==> config.mk <==
export PLATFORM = sky130hd
export DESIGN_NAME = avsdpll_lock_detect
export DESIGN_NICKNAME = d
export VERILOG_FILES = /design/src/rtl/avsdpll_pkg.sv /design/src/rtl/avsdpll_ref_sync.sv /design/src/rtl/avsdpll_lock_detect.sv
export SDC_FILE = /design/constraint.sdc
export NUM_CORES = 1
export LEC_CHECK = 0
export CAP_MARGIN = 40
export CORE_AREA = 4 4 64 66
export CTS_BUF_LIST = sky130_fd_sc_hd__clkbuf_8
export CTS_CLUSTER_SIZE = 28
export DETAILED_ROUTE_END_ITERATION = 8
export DIE_AREA = 0 0 68 70
export PLACE_DENSITY = 0.68
export SETUP_SLACK_MARGIN = 0.05
export SLEW_MARGIN = 20
export SYNTH_ARGS = -nofsm -noshare
export SYNTH_HDL_FRONTEND = slang
export SYNTH_HIERARCHICAL = 1
export SYNTH_SLANG_ARGS = --single-unit
==> constraint.sdc <==
create_clock -name CLK -period 2.81 [get_ports CLK]
set_clock_uncertainty 0.2 [all_clocks]
set_input_delay 0.4215 -clock CLK [delete_from_list [all_inputs] [get_ports CLK]]
set_output_delay 0.4215 -clock CLK [all_outputs]
set_load 0.02 [all_outputs]
==> src/rtl/avsdpll_pkg.sv <==
// avsdpll_pkg
//   Shared types and default constants for the AVSD PLL lock detector.
//   state_t : lock detector FSM states (OFF, ACQ, MEAS, LOCKED)
//   DEF_*   : default parameter values for avsdpll_lock_detect
package avsdpll_pkg;

   typedef enum logic [1:0] {
      OFF    = 2'd0,
      ACQ    = 2'd1,
      MEAS   = 2'd2,
      LOCKED = 2'd3
   } state_t;

   localparam int unsigned DEF_MULT         = 8;
   localparam int unsigned DEF_TOL          = 1;
   localparam int unsigned DEF_LOCK_WINDOWS = 4;
   localparam int unsigned DEF_TIMEOUT      = 16;
   localparam int unsigned DEF_CNT_W        = 8;

endpackage

==> src/rtl/avsdpll_ref_sync.sv <==
// avsdpll_ref_sync
//   Brings the asynchronous reference clock into the CLK domain with a
//   two-flop synchronizer and produces a one-cycle pulse per rising edge.
//   The pulse is visible after the second CLK edge following a REF rise and
//   is acted on by the consumer at the third edge.
// Ports
//   clk      in   sampling clock (PLL output)
//   rst_n    in   asynchronous active-low reset
//   ref_in   in   asynchronous reference clock, sampled as data
//   ref_edge out  one-cycle rising-edge pulse (CLK domain)
module avsdpll_ref_sync (
   input  logic clk,
   input  logic rst_n,
   input  logic ref_in,
   output logic ref_edge
);

   logic sync1;
   logic sync2;
   logic prev;

   always_ff @(posedge clk or negedge rst_n) begin
      if (!rst_n) begin
         sync1 <= 1'b0;
         sync2 <= 1'b0;
         prev  <= 1'b0;
      end else begin
         sync1 <= ref_in;
         sync2 <= sync1;
         prev  <= sync2;
      end
   end

   assign ref_edge = sync2 & ~prev;

endmodule

==> src/rtl/avsdpll_lock_detect.sv <==
// avsdpll_lock_detect
//   Lock detector clocked by the PLL output. Counts CLK cycles between
//   synchronized REF rising edges and asserts lock after LOCK_WINDOWS
//   consecutive periods within MULT +/- TOL. Lock drops on a bad period or
//   when no REF edge arrives for TIMEOUT cycles.
//   Optional feature macro: AVSDPLL_LOCK_STICKY_EN enables the sticky
//   lock_err flag; without it lock_err is tied low and err_clr is ignored.
// Ports
//   CLK        in   PLL output clock, sole clock
//   reset_n    in   asynchronous active-low reset
//   EN_VCO     in   PLL enable; low forces the OFF state
//   REF        in   asynchronous reference clock
//   lock       out  PLL locked
//   period     out  last measured REF period in CLK cycles
//   period_vld out  one-cycle pulse when period updates
//   lock_lost  out  one-cycle pulse when lock falls (not on disable/reset)
//   err_clr    in   clears lock_err
//   lock_err   out  sticky loss-of-lock flag
module avsdpll_lock_detect
   import avsdpll_pkg::*;
#(
   parameter int unsigned MULT         = DEF_MULT,
   parameter int unsigned TOL          = DEF_TOL,
   parameter int unsigned LOCK_WINDOWS = DEF_LOCK_WINDOWS,
   parameter int unsigned TIMEOUT      = DEF_TIMEOUT,
   parameter int unsigned CNT_W        = DEF_CNT_W
) (
   input  logic             CLK,
   input  logic             reset_n,
   input  logic             EN_VCO,
   input  logic             REF,
   output logic             lock,
   output logic [CNT_W-1:0] period,
   output logic             period_vld,
   output logic             lock_lost,
   input  logic             err_clr,
   output logic             lock_err
);

   localparam int unsigned GW = $clog2(LOCK_WINDOWS + 1);

   localparam logic [CNT_W-1:0] CNT_MAX = {CNT_W{1'b1}};
   localparam logic [CNT_W-1:0] P_LO    = CNT_W'(MULT - TOL);
   localparam logic [CNT_W-1:0] P_HI    = CNT_W'(MULT + TOL);
   localparam logic [CNT_W-1:0] TMO     = CNT_W'(TIMEOUT);
   localparam logic [GW-1:0]    G_LAST  = GW'(LOCK_WINDOWS - 1);

   state_t           state;
   state_t           state_n;
   logic [CNT_W-1:0] cnt;
   logic [CNT_W-1:0] cnt_n;
   logic [GW-1:0]    gcnt;
   logic [GW-1:0]    gcnt_n;
   logic [CNT_W-1:0] period_n;
   logic             vld_n;
   logic             lost_n;
   logic             lock_n;

   logic             ref_edge;
   logic [CNT_W-1:0] meas;
   logic             good;
   logic             timeout_hit;

   avsdpll_ref_sync u_ref_sync (
      .clk      (CLK),
      .rst_n    (reset_n),
      .ref_in   (REF),
      .ref_edge (ref_edge)
   );

   // Period ends on the edge cycle itself, hence +1; a saturated count stays
   // saturated so it can never wrap into the good window.
   assign meas        = (cnt == CNT_MAX) ? CNT_MAX : cnt + 1'b1;
   assign good        = (meas >= P_LO) && (meas <= P_HI);
   assign timeout_hit = (cnt == TMO);

   always_ff @(posedge CLK or negedge reset_n) begin
      if (!reset_n) begin
         state      <= OFF;
         cnt        <= '0;
         gcnt       <= '0;
         period     <= '0;
         period_vld <= 1'b0;
         lock_lost  <= 1'b0;
         lock       <= 1'b0;
      end else begin
         state      <= state_n;
         cnt        <= cnt_n;
         gcnt       <= gcnt_n;
         period     <= period_n;
         period_vld <= vld_n;
         lock_lost  <= lost_n;
         lock       <= lock_n;
      end
   end

   always_comb begin
      state_n  = state;
      cnt_n    = (cnt == CNT_MAX) ? cnt : cnt + 1'b1;
      gcnt_n   = gcnt;
      period_n = period;
      vld_n    = 1'b0;
      lost_n   = 1'b0;

      if (ref_edge) begin
         cnt_n = '0;
      end

      case (state)
         OFF: begin
            cnt_n  = '0;
            gcnt_n = '0;
            state_n = ACQ;
         end
         ACQ: begin
            // The first edge only starts the period count.
            gcnt_n = '0;
            if (ref_edge) begin
               state_n = MEAS;
            end
         end
         MEAS: begin
            // An edge takes priority over a coincident timeout.
            if (ref_edge) begin
               period_n = meas;
               vld_n    = 1'b1;
               if (good) begin
                  if (gcnt == G_LAST) begin
                     state_n = LOCKED;
                     gcnt_n  = '0;
                  end else begin
                     gcnt_n = gcnt + 1'b1;
                  end
               end else begin
                  gcnt_n = '0;
               end
            end else if (timeout_hit) begin
               state_n = ACQ;
               gcnt_n  = '0;
            end
         end
         LOCKED: begin
            if (ref_edge) begin
               period_n = meas;
               vld_n    = 1'b1;
               if (!good) begin
                  state_n = MEAS;
                  gcnt_n  = '0;
                  lost_n  = 1'b1;
               end
            end else if (timeout_hit) begin
               state_n = ACQ;
               gcnt_n  = '0;
               lost_n  = 1'b1;
            end
         end
         default: begin
            state_n = OFF;
         end
      endcase

      // Disable overrides everything and is silent: no pulses, no loss report.
      if (!EN_VCO) begin
         state_n  = OFF;
         cnt_n    = '0;
         gcnt_n   = '0;
         period_n = period;
         vld_n    = 1'b0;
         lost_n   = 1'b0;
      end
   end

   assign lock_n = (state_n == LOCKED);

`ifdef AVSDPLL_LOCK_STICKY_EN
   // Set has priority over clear when both happen in the same cycle.
   always_ff @(posedge CLK or negedge reset_n) begin
      if (!reset_n) begin
         lock_err <= 1'b0;
      end else if (lock_lost) begin
         lock_err <= 1'b1;
      end else if (err_clr) begin
         lock_err <= 1'b0;
      end
   end
`else
   logic unused_err_clr;
   assign unused_err_clr = err_clr;
   assign lock_err       = 1'b0;
`endif

endmodule

==> out/results.tsv, run 1 <==
metric	value	unit
status	finished, final reports clean	
r2r_end	lock	
ctsResizeCount	0	
multi_input_area	682	um^2
met3_length	111	um
final_util	46.0	%
ir_drop	0.000212	V
ys_seq_elements	27	
synth_enable_flop_cells	0	
p_clk_share	31.5	%
grt_overflow	0	
critPathLaunchType	register	
worst_slew_pin_slew	0.689	ns
cp.required	2.78	ns
insertion_delay	0.27	ns
setup_viol	0	
vias_per_cell	5.34	
fin_crit	2.40	ns
p_sw	174	uW
ant_nets	0	
p_leak	0.663	nW
yosys.area.top_type	dfrtp_1	
yosys_warnings	6	
postSynth.asyncResetShare	100	%
drive_gt1_share	12.6	%
syn_avg_cell_area	9.70	um^2
slew_violations	0	
numCtsBuffers	3	
grt_usage	13.3	%
crit_fanout	9	
setup_slack	0.410	ns
synth_top_area_share	47.4	%
netSwitchingFraction	24.7	%
cts_max_path_buffers	2	
grt_antenna_before_repair	0	
netlist_area	1430	um^2
yosysUniqueCellTypes	44	
wl_met1	1.26	mm
path_class	register to register	
nNetsFinal	168	
rows	22	
fmax	417	MHz
cap_viol_max_count	0	
cts.sinks	27	
htreeDepth	1	
hold_depth	0	
synth_area_leaders	dfrtp_1, o21ai_0, nand2_1	
drtIter0Drc	91	
fin_tns_setup	0	ns
end_kind	register	
cts_tree	yes	
min_path_type	register to register	
reg2regPathDepth	7	
dr.pass1.iters	4	
p_per_area	427	nW/um^2
met2_length	1.35	mm
clkTransAtPathRegs	0.09	ns
cts_root_buf	clkbuf_8	
pre_cts_ws	0.440	ns
regArea	676	um^2
vias	1105	
grt_pass1_vias	1081	
worst-endpoint-arrival	2.36	ns
yosysSeqAreaShare	47.4	%
highest_layer	met4	
routed_wl	2.77	mm
layout_commonest_cell	dfrtp_1	
place.gp.congestion	0.847	
start_util	39.9	%
rsz0062_at_grt	false	
fin_crit_sh	85.4	%
internal_power	530	uW
wl_per_cell	13.4	um
hold_ws	0.157	ns
slew-limit-headroom	53.9	%
dieArea	4760	um^2
portBuffers	14	
insertedDiodeCount	0	
post-route-drc-count	0	
die_height	70	um
p_comb_share	10.1	%
syn_nets	155	
syn_to_final_growth	15.5	%
coreArea	3580	um^2
grt_first_pass_wirelength	5.00	mm
synthCells	147	
ys.flop_type	dfrtp_1	
seq_power_share	58.4	%
io_pins	17	
die_w	68	um
ff2ff_setup_slack	0.41	ns
hpwl	2.01	mm
n_fill_cell	352	
grt_max_degree	28	
holdCritStartpoint	u_ref_sync/sync1	
layout_common_cells	dfrtp_1, nand2_1, clkdlybuf4s50_1, nor2_1, o21ai_0	
hold_viol	0	
hold_buffers	0	
postCtsSetupRepairBufs	0	
timing.rr.start	cnt[1]	
hold_end	u_ref_sync/sync2	
## critical path, cell delays in order (launching register included)
cell and delay [ns]:
dfrtp_1 0.54, inv_1 0.09, ha_1 0.35, and4bb_2 0.24, a211oi_1 0.30, nor2_1 0.14
a31o_2 0.27, and3_1 0.17
## cell type report
cell class / count / share of cell area, %
Multi-Input combinational cell: 106 / 41.4
Inverter: 5 / 1.14
Timing Repair Buffer: 17 / 9.87
Clock buffer: 3 / 2.51
Sequential cell: 27 / 41.0
Clock inverter: 1 / 0.456
Tap cell: 48 / 3.64
## how the worst max path moves through the flow
stage	startpoint	endpoint	slack, ns	cells after the start
floorplan	cnt[0]	lock	0.57	8
global placement	cnt[1]	lock	0.50	7
detailed placement	cnt[1]	lock	0.44	7
CTS	cnt[1]	lock	0.41	7
global route	cnt[1]	lock	0.25	7
finish	cnt[1]	lock	0.41	7
## power groups by stage
stage | sequential (mW) | clock [mW] | combinational [mW]
floorplan | 0.422 | 0 | 0.0344
global placement | 0.418 | 0 | 0.0712
finish | 0.411 | 0.222 | 0.0713
detailed placement | 0.419 | 0 | 0.0726
global route | 0.414 | 0.248 | 0.0806
CTS | 0.411 | 0.229 | 0.0725
## routing by layer
layer	GRT usage, %	vias up
met5	0	-
met4	4.64	0
met3	1.77	5
met2	21.4	25
met1	18.1	532
li1	-	543
## registers in the layout (all words and copies together), names as in the netlist
register / flops
period: 8
cnt: 8
u_ref_sync/prev: 1
u_ref_sync/sync1: 1
lock: 1
state: 2
lock_lost: 1
period_vld: 1
u_ref_sync/sync2: 1
gcnt: 3
## Yosys cell counts, types with 3 or more instances
library cell  number
ha_1               3
a21oi_1            5
clkbuf_1           3
xnor2_1            3
buf_2              3
nand4_1            3
nor2_1            13
nand2_1           17
nand3_1            9
dfrtp_1           27
nand2b_1           3
a31oi_1            3
o21ai_0           13
nor3_1             3
inv_1              5
## cell families after synthesis
group,synth area share [%]
buf+inv,4.82
flops,47.4
other cells,0.263
mux,0.702
fa+ha+maj,2.63
xor+xnor,1.84
simple gates,25.4
compound gates,17.0
## through the flow
step	instances	power (mW)	cell area [um^2]
global placement	203	0.489	1600
CTS	207	0.713	1650
detailed placement	203	0.491	1600
finish	207	0.704	1650
floorplan	147	0.457	1430
global route	207	0.743	1650
No activity file was read; power rests on OpenSTA's default activity.
==> inputs of run 2 (changes only) <==
--- a/config.mk
+++ b/config.mk
@@ -12,6 +12,7 @@
 export DETAILED_ROUTE_END_ITERATION = 8
 export DIE_AREA = 0 0 68 70
 export PLACE_DENSITY = 0.68
+export REMOVE_ABC_BUFFERS = 1
 export SETUP_SLACK_MARGIN = 0.05
 export SLEW_MARGIN = 20
 export SYNTH_ARGS = -nofsm -noshare
==> run 2 against run 1 <==
Effect of this change:
- critical endpoint unchanged
- largest cell class unchanged
- via count decreased by 0.18%
- register-to-register slack lost 0.02 ns
- worst setup slack got worse by 0.021 ns
==> out/results.tsv, run 2 (synthesis gave the netlist of run 1 again) <==
metric	value	unit
drive_gt1_share	12.6	%
cap_viol_max_count	0	
ir_drop	0.000163	V
die_w	68	um
vias_per_cell	5.33	
p_comb_share	10.0	%
slew_violations	0	
grt_pass1_vias	1104	
rows	22	
insertedDiodeCount	0	
ant_nets	0	
cts_max_path_buffers	2	
layout_commonest_cell	dfrtp_1	
min_path_type	register to register	
rsz0062_at_grt	false	
post-route-drc-count	0	
path_class	register to register	
ctsResizeCount	0	
grt_antenna_before_repair	0	
coreArea	3580	um^2
fmax	413	MHz
hold_buffers	0	
netSwitchingFraction	25.6	%
status	finished, final reports clean	
p_per_area	433	nW/um^2
cts_tree	yes	
place.gp.congestion	0.862	
critPathLaunchType	register	
fin_tns_setup	0	ns
layout_common_cells	dfrtp_1, nand2_1, clkdlybuf4s50_1, nor2_1, o21ai_0	
portBuffers	14	
io_pins	17	
grt_first_pass_wirelength	5.18	mm
vias	1103	
grt_usage	14.2	%
nNetsFinal	168	
syn_to_final_growth	15.5	%
worst-endpoint-arrival	2.40	ns
p_total	713	uW
start_util	39.9	%
cts_root_buf	clkbuf_8	
setup_slack	0.389	ns
hold_viol	0	
p_sw	182	uW
p_clk_share	32.3	%
top_regs	cnt (8), period (8), gcnt (3)	
n_fill_cell	376	
worst_slew_pin_slew	0.714	ns
hpwl	2.12	mm
insertion_delay	0.28	ns
die_height	70	um
routed_wl	2.91	mm
dieArea	4760	um^2
drtIter0Drc	98	
grt_max_degree	28	
numCtsBuffers	3	
dr.pass1.iters	4	
htreeDepth	1	
fin_crit	2.42	ns
final_util	46.0	%
wl_per_cell	14.1	um
cp.required	2.79	ns
clkTransAtPathRegs	0.10	ns
crit_fanout	9	
p_leak	0.663	nW
postCtsSetupRepairBufs	0	
pre_cts_ws	0.401	ns
cts.sinks	27	
end_kind	register	
internal_power	531	uW
fin_crit_sh	86.1	%
slew-limit-headroom	52.2	%
seq_power_share	57.7	%
setup_viol	0	
grt_overflow	0	
==> run 2: power by group through the flow <==
stage	logic (mW)	clock network [mW]	registers, mW
2_1_floorplan	0.0262	0	0.427
6_report	0.0716	0.230	0.411
3_5_place_dp	0.0723	0	0.420
4_1_cts	0.0727	0.238	0.412
3_3_place_gp	0.0714	0	0.419
5_1_grt	0.0802	0.255	0.414
==> run 2: layout make-up <==
type | instances | area (um^2) | share of cell area (%)
flip-flops and latches | 27 | 676 | 41.0
inverters | 5 | 18.8 | 1.14
well taps | 48 | 60.1 | 3.64
clock inverters | 1 | 7.51 | 0.456
multi-input cells | 106 | 682 | 41.4
repair buffers | 17 | 163 | 9.87
clock buffers | 3 | 41.3 | 2.51
==> run 2: path summary, 6_finish.rpt <==
| check | from | endpoint | slack (ns) | cells after the start |
|---|---|---|---|---|
| setup / recovery | cnt[1] | lock | 0.39 | 7 |
| hold / removal | u_ref_sync/sync1 | u_ref_sync/sync2 | 0.17 | 0 |
| setup reg to reg | cnt[1] | lock | 0.39 | 7 |
| hold reg to reg | u_ref_sync/sync1 | u_ref_sync/sync2 | 0.17 | 0 |
| max in group asynchronous | reset_n | period[5] | 1.84 | 2 |
| min in group asynchronous | reset_n | u_ref_sync/sync2 | 0.31 | 2 |
==> run 2: metrics by stage <==
stage	hold WS, ns	std cells	cell area (um^2)
after floorplan	-0.0741	138	1380
after global placement	0.140	203	1600
after detailed placement	0.154	203	1600
after CTS	0.177	207	1650
after global routing	0.194	207	1650
final	0.170	207	1650
==> run 2: critical path: stages (launching register included) <==
cell      delay, ns
dfrtp_1        0.54
inv_1          0.08
ha_1           0.35
and4bb_2       0.26
a211oi_1       0.32
nor2_1         0.15
a31o_2         0.27
and3_1         0.16
==> run 2: layer usage <==
metal	GRT usage (%)	share of wire, %
met5	0	0
met1	19.3	46
met4	7.28	2.0
met3	2.57	3.3
met2	21.0	48
